===== src/rtl/irrigation_scheduler.sv =====
// Round-robin pump scheduler: grants one zone at a time and sequences it
// through valve-settle, pump-run and cooldown. All outputs are registered.
module irrigation_scheduler #(
    parameter int ZONES       = 4,
    parameter int DUR_W       = 12,
    parameter int DEFAULT_DUR = 1000,
    parameter int SETTLE      = 16,
    parameter int COOLDOWN    = 64
) (
    input  logic             clk,
    input  logic             rst_n,
    input  logic             ena,
    input  logic [ZONES-1:0] req,
    input  logic             abort,
    input  logic             cfg_we,
    input  logic [1:0]       cfg_zone,
    input  logic [DUR_W-1:0] cfg_dur,
    output logic             pump_on,
    output logic [ZONES-1:0] valve_en,
    output logic [1:0]       active_zone,
    output logic             busy,
    output logic             done
);

    typedef enum logic [1:0] {
        ST_IDLE,
        ST_SETTLE,
        ST_RUN,
        ST_COOL
    } state_t;

    localparam logic [DUR_W-1:0] SETTLE_LD = DUR_W'(SETTLE - 1);
    localparam logic [DUR_W-1:0] COOL_LD   = DUR_W'(COOLDOWN - 1);
    localparam logic [DUR_W-1:0] DUR_RST   = DUR_W'(DEFAULT_DUR);
    localparam logic [1:0]       LAST_RST  = 2'(ZONES - 1);

    state_t             state_q, state_d;
    logic [DUR_W-1:0]   cnt_q, cnt_d;
    logic [DUR_W-1:0]   run_dur_q, run_dur_d;
    logic [DUR_W-1:0]   dur_q [ZONES];
    logic [DUR_W-1:0]   dur_d [ZONES];
    logic [ZONES-1:0]   pending_q, pending_d;
    logic [1:0]         last_grant_q, last_grant_d;
    logic [1:0]         active_zone_q, active_zone_d;
    logic [ZONES-1:0]   valve_en_q, valve_en_d;
    logic               pump_on_q, pump_on_d;
    logic               busy_q, busy_d;
    logic               done_q, done_d;

    logic [ZONES-1:0]   nz;
    logic [ZONES-1:0]   req_eff;
    logic [3:0]         elig;
    logic [2:0]         pick;

    // {found, zone}: first eligible zone after 'last', wrapping at ZONES
    function automatic logic [2:0] rr_pick(input logic [3:0] el, input logic [1:0] last);
        logic [2:0] res;
        logic [1:0] idx;
        res = '0;
        idx = last;
        for (int k = 0; k < ZONES; k++) begin
            idx = (idx == LAST_RST) ? 2'd0 : idx + 2'd1;
            if (!res[2] && el[idx]) res = {1'b1, idx};
        end
        return res;
    endfunction

    function automatic logic [ZONES-1:0] zone_oh(input logic [1:0] z);
        logic [3:0] w;
        w = 4'b0001 << z;
        return w[ZONES-1:0];
    endfunction

    always_comb begin
        state_d       = state_q;
        cnt_d         = cnt_q;
        run_dur_d     = run_dur_q;
        dur_d         = dur_q;
        pending_d     = pending_q;
        last_grant_d  = last_grant_q;
        active_zone_d = active_zone_q;
        valve_en_d    = valve_en_q;
        pump_on_d     = pump_on_q;
        busy_d        = busy_q;
        done_d        = done_q;

        nz = '0;
        for (int i = 0; i < ZONES; i++) nz[i] = (dur_q[i] != '0);

        // The granted zone's own request is ignored while it is being served
        req_eff = req;
        if (state_q == ST_SETTLE || state_q == ST_RUN)
            req_eff = req & ~zone_oh(active_zone_q);

        elig = 4'((pending_q | req) & nz);
        pick = rr_pick(elig, last_grant_q);

        if (ena) begin
            done_d    = 1'b0;
            pending_d = (pending_q | req_eff) & nz;

            if (cfg_we) begin
                for (int i = 0; i < ZONES; i++)
                    if (cfg_zone == 2'(i)) dur_d[i] = cfg_dur;
            end

            if (abort) begin
                pending_d = '0;
                if (state_q == ST_SETTLE || state_q == ST_RUN) begin
                    state_d = ST_COOL;
                    cnt_d   = COOL_LD;
                end
            end else begin
                case (state_q)
                    ST_IDLE: begin
                        if (pick[2]) begin
                            state_d       = ST_SETTLE;
                            cnt_d         = SETTLE_LD;
                            active_zone_d = pick[1:0];
                            last_grant_d  = pick[1:0];
                            pending_d     = pending_d & ~zone_oh(pick[1:0]);
                            for (int i = 0; i < ZONES; i++)
                                if (pick[1:0] == 2'(i)) run_dur_d = dur_q[i];
                        end
                    end
                    ST_SETTLE: begin
                        if (cnt_q == '0) begin
                            state_d = ST_RUN;
                            cnt_d   = run_dur_q - DUR_W'(1);
                        end else begin
                            cnt_d = cnt_q - DUR_W'(1);
                        end
                    end
                    ST_RUN: begin
                        if (cnt_q == '0) begin
                            state_d = ST_COOL;
                            cnt_d   = COOL_LD;
                            done_d  = 1'b1;
                        end else begin
                            cnt_d = cnt_q - DUR_W'(1);
                        end
                    end
                    ST_COOL: begin
                        if (cnt_q == '0) state_d = ST_IDLE;
                        else             cnt_d   = cnt_q - DUR_W'(1);
                    end
                    default: state_d = ST_IDLE;
                endcase
            end

            // Actuator outputs are decoded from the next state so they register with it
            pump_on_d  = (state_d == ST_RUN);
            valve_en_d = (state_d == ST_SETTLE || state_d == ST_RUN) ? zone_oh(active_zone_d) : '0;
            busy_d     = (state_d != ST_IDLE);
        end
    end

    always_ff @(posedge clk or negedge rst_n) begin
        if (!rst_n) begin
            state_q       <= ST_IDLE;
            cnt_q         <= '0;
            run_dur_q     <= '0;
            pending_q     <= '0;
            last_grant_q  <= LAST_RST;
            active_zone_q <= '0;
            valve_en_q    <= '0;
            pump_on_q     <= 1'b0;
            busy_q        <= 1'b0;
            done_q        <= 1'b0;
            for (int i = 0; i < ZONES; i++) dur_q[i] <= DUR_RST;
        end else begin
            state_q       <= state_d;
            cnt_q         <= cnt_d;
            run_dur_q     <= run_dur_d;
            pending_q     <= pending_d;
            last_grant_q  <= last_grant_d;
            active_zone_q <= active_zone_d;
            valve_en_q    <= valve_en_d;
            pump_on_q     <= pump_on_d;
            busy_q        <= busy_d;
            done_q        <= done_d;
            dur_q         <= dur_d;
        end
    end

    assign pump_on     = pump_on_q;
    assign valve_en    = valve_en_q;
    assign active_zone = active_zone_q;
    assign busy        = busy_q;
    assign done        = done_q;

endmodule


===== config.mk =====
export PLATFORM = sky130hd
export DESIGN_NAME = irrigation_scheduler
export DESIGN_NICKNAME = d
export VERILOG_FILES = /design/src/rtl/irrigation_scheduler.sv
export SDC_FILE = /design/constraint.sdc
export NUM_CORES = 1
export LEC_CHECK = 0
export CAP_MARGIN = 20
export CORE_UTILIZATION = 54
export CTS_CLUSTER_SIZE = 40
export DETAILED_ROUTE_END_ITERATION = 7
export GPL_TIMING_DRIVEN = 0
export PLACE_DENSITY = 0.77
export SLEW_MARGIN = 20
export SYNTH_ARGS = -nofsm -noshare
export SYNTH_HDL_FRONTEND = slang
export SYNTH_SLANG_ARGS = --single-unit

===== constraint.sdc =====
create_clock -name clk -period 2.95 [get_ports clk]
set_input_delay 0.4425 -clock clk [delete_from_list [all_inputs] [get_ports clk]]
set_output_delay 0.4425 -clock clk [all_outputs]
set_load 0.05 [all_outputs]

==> flow_summary.json <==
{
  "slew_headroom_pct": 41.59,
  "power_leakage_nw": 2.305,
  "synth_cell_types": 74,
  "final_layout_size_suffix_gt1_share_pct": 28.43,
  "crit_path_end_kind": "flop",
  "period_share_pct": 99.20,
  "maxCapViolCount": 0,
  "whs_ps": 93.62,
  "cp_max_fo": 9,
  "die_w_um": 99.42,
  "die_area_um2": 9884,
  "placed_cells": 608,
  "numCtsBuffers": 9,
  "syn_avg_cell_area_um2": 11.00,
  "fmax_ghz": 0.3417,
  "cts_sinks": 89,
  "overflow": 0,
  "syn_nets": 499,
  "r2r-start": "cnt_q[0]$_DFFE_PN0P_",
  "die_h_um": 99.42,
  "drv_slew": 0,
  "path_clk_slew_ps": 100,
  "row_count": 35,
  "drt_iter0_markers": 212,
  "ys_seq_area_share_pct": 44.09,
  "rsz0062_at_grt": "true",
  "dp_hpwl_um": 9148,
  "wire_per_inst_um": 19.62,
  "syn-cell-area_um2": 5125,
  "clockBufferDepth": 2,
  "cts-root-buf": "clkbuf_8",
  "fin_area_um2": 5948,
  "grt_max_degree": 53,
  "route.detailed.drc": 0,
  "worst_pin_slew_ps": 876.2,
  "port-buffer-count": 30,
  "multiInputGateArea_um2": 2780,
  "nets": 545,
  "antennaDiodeCount": 0,
  "core_um2": 9196,
  "initial_core_util_pct": 55.73,
  "holdCritPathClass": "in2async",
  "dpl-instance-area_um2": 5582,
  "yosysWarnings": 0,
  "async_reset_ff_share_pct": 100.0,
  "cp.arrival_ps": 3210,
  "synth-edff-count": 0,
  "crit_type": "reg2reg",
  "wl_um": 12320,
  "ioPinCount": 32,
  "globalplace.congestion": 0.9034,
  "crit_required_ps": 3230,
  "final_cells": 628,
  "ir_drop_uv": 501.1,
  "place_ws_ps": -244.7,
  "nFillCells": 706,
  "hold_viol": 0,
  "synth_seq_cells": 89,
  "drt_pass1_iterations": 5,
  "cp-startpoint": "cnt_q[0]$_DFFE_PN0P_",
  "vias_per_cell": 6.425,
  "fin_crit_ps": 2926,
  "cts_tree": "built",
  "final-setup-viol-count": 0,
  "rr_endpoint": "valve_en[1]$_DFFE_PN0P_",
  "worstSetupEndpoint": "valve_en[1]$_DFFE_PN0P_",
  "powerDensity_nw_per_um2": 886.3,
  "track_usage_pct": 27.02,
  "status": "complete, no violations",
  "grt_pass1_vias": 4088,
  "vias": 4035,
  "reg2reg_depth": 11,
  "rrSetupSlack_ps": 20,
  "syn_to_final_growth_pct": 16.06,
  "antenna_found_initial": 0,
  "clock_skew_ps": 15.90,
  "worstSkewPairLatency_ps": 370,
  "htreeDepth": 3,
  "ys.flop_type": "dfrtp_1",
  "ff_latch_area_um2": 2260,
  "synthCells": 466,
  "layout_setup_ws_ps": 23.61,
  "startpoint_type": "flop",
  "ant_nets": 0,
  "grt_pass1_wl_um": 20680
}
==> logic make-up (layout without fill, tap and decap cells) <==
family          Yosys count  count (layout)  share of synthesized area (%)
compound gates          118             118                          18.56
xor+xnor                  8               8                          1.367
fa+ha+maj                10              10                          2.441
buf+inv                  43              94                          3.516
flops                    89              89                          44.09
mux                      68              68                          14.65
simple gates            130             130                          15.38
==> layout by cell type, fill, tap and decap left out, types with 5 or more instances in the layout <==
master	netlist	layout
nor3_1	15	14
mux2_2	51	51
clkbuf_1	18	18
buf_2	6	5
and4_1	12	12
or2_2	6	6
nor2_1	29	29
a211oi_1	9	9
nor4_1	7	6
a21oi_1	11	10
dfrtp_1	63	63
o21ai_1	8	7
a221oi_1	5	5
ha_1	10	9
a32o_1	6	6
o211ai_1	5	5
or3_1	7	6
nand2_1	19	19
clkdlybuf4s50_1	0	29
o21ai_0	6	6
clkbuf_8	0	11
xnor2_1	7	7
o2bb2ai_1	7	7
buf_4	1	6
a2111oi_0	12	12
mux2i_1	14	14
dfstp_2	26	26
inv_1	16	14
==> synthesized netlist by cell type (4+ instances only) <==
cell type	count	share of area, %
o211ai_1	5	0.73
nor4_1	7	0.85
xnor2_1	7	1.2
dfrtp_1	63	31
dfstp_2	26	13
nand2b_1	5	0.61
o2bb2ai_1	7	1.2
mux2i_1	14	2.7
o21ai_0	6	0.59
nand3_1	4	0.39
o21ai_1	8	0.78
o32ai_1	4	0.68
ha_1	10	2.4
and4_1	12	2.1
or3_1	7	0.85
a211oi_1	9	1.3
a21o_1	4	0.59
nor4_2	4	0.98
inv_1	16	1.2
a221oi_1	5	0.85
mux2_2	51	11
or2_2	6	0.73
nor2_1	29	2.1
a32o_1	6	1.2
a21oi_1	11	1.1
clkbuf_1	18	1.3
nand2_1	19	1.4
nor3_1	15	1.5
a2111oi_0	12	2.1
buf_2	6	0.59
==> sequential cells by signal, indices dropped and copies added (netlist names) <==
register	count
dur_q	48
active_zone	2
last_grant_q	2
cnt_q	12
done	1
pump_on	1
valve_en	4
pending_q	4
busy	1
state_q	2
run_dur_q	12
==> worst min-delay path by stage <==
stage | start | to | slack, ps | depth (start not counted)
floorplan | rst_n | active_zone[0]$_DFFE_PN0P_ | 150 | 0
global placement | done$_DFFE_PN0P_ | done$_DFFE_PN0P_ | 470 | 1
detailed placement | busy$_DFFE_PN0P_ | busy$_DFFE_PN0P_ | 480 | 2
CTS | rst_n | busy$_DFFE_PN0P_ | 110 | 1
global route | rst_n | busy$_DFFE_PN0P_ | 140 | 1
finish | rst_n | pump_on$_DFFE_PN0P_ | 90 | 1
==> stage by stage <==
step / util [%] / setup TNS, ps / power (mW)
floorplan: - / 0 / 3.498
global placement: 60.50 / -119720 / 4.064
detailed placement: 60.69 / -637.2 / 4.131
CTS: 63.74 / 0 / 5.181
global route: 64.68 / -78.88 / 5.594
finish: 64.68 / 0 / 5.272
==> worst max-delay path: stages, from the launching register on <==
cell and delay (ps):
dfrtp_1 410, inv_2 90, ha_4 160, or4b_4 500, or3_4 400, buf_6 140, a21o_1 190, o21ai_2 60
a22oi_2 110, ha_1 340, nand2b_4 170, o32ai_4 270
==> power by group <==
group | internal (mW) | leakage (nW) | switching [mW]
Sequential | 1.63 | 1.04 | 0.360
Combinational | 0.981 | 1.15 | 1.31
Clock | 0.531 | 0.121 | 0.461
==> area by class of cell <==
type | instances | area share [%]
flip-flops and latches | 89 | 37.99
inverters | 16 | 1.010
clock inverters | 5 | 1.409
plain buffers | 27 | 2.125
clock buffers | 11 | 2.545
multi-input cells | 334 | 46.74
repair buffers | 35 | 5.848
well taps | 111 | 2.335
==> per-layer routing <==
metal	GRT usage, %	vias up	share of wire, %
met5	0	-	0
met2	46.05	114	49
li1	-	1898	-
met1	34.31	1986	44
met4	11.54	0	2.9
met3	4.146	37	3.9
==> repair_timing <==
item	in CTS	in global routing
pin swaps	2	4
resized for setup	7	12
hold buffers	0	0
buffers inserted	2	2
endpoints found under the setup margin	4	8
No activity file was read; power rests on OpenSTA's default activity.
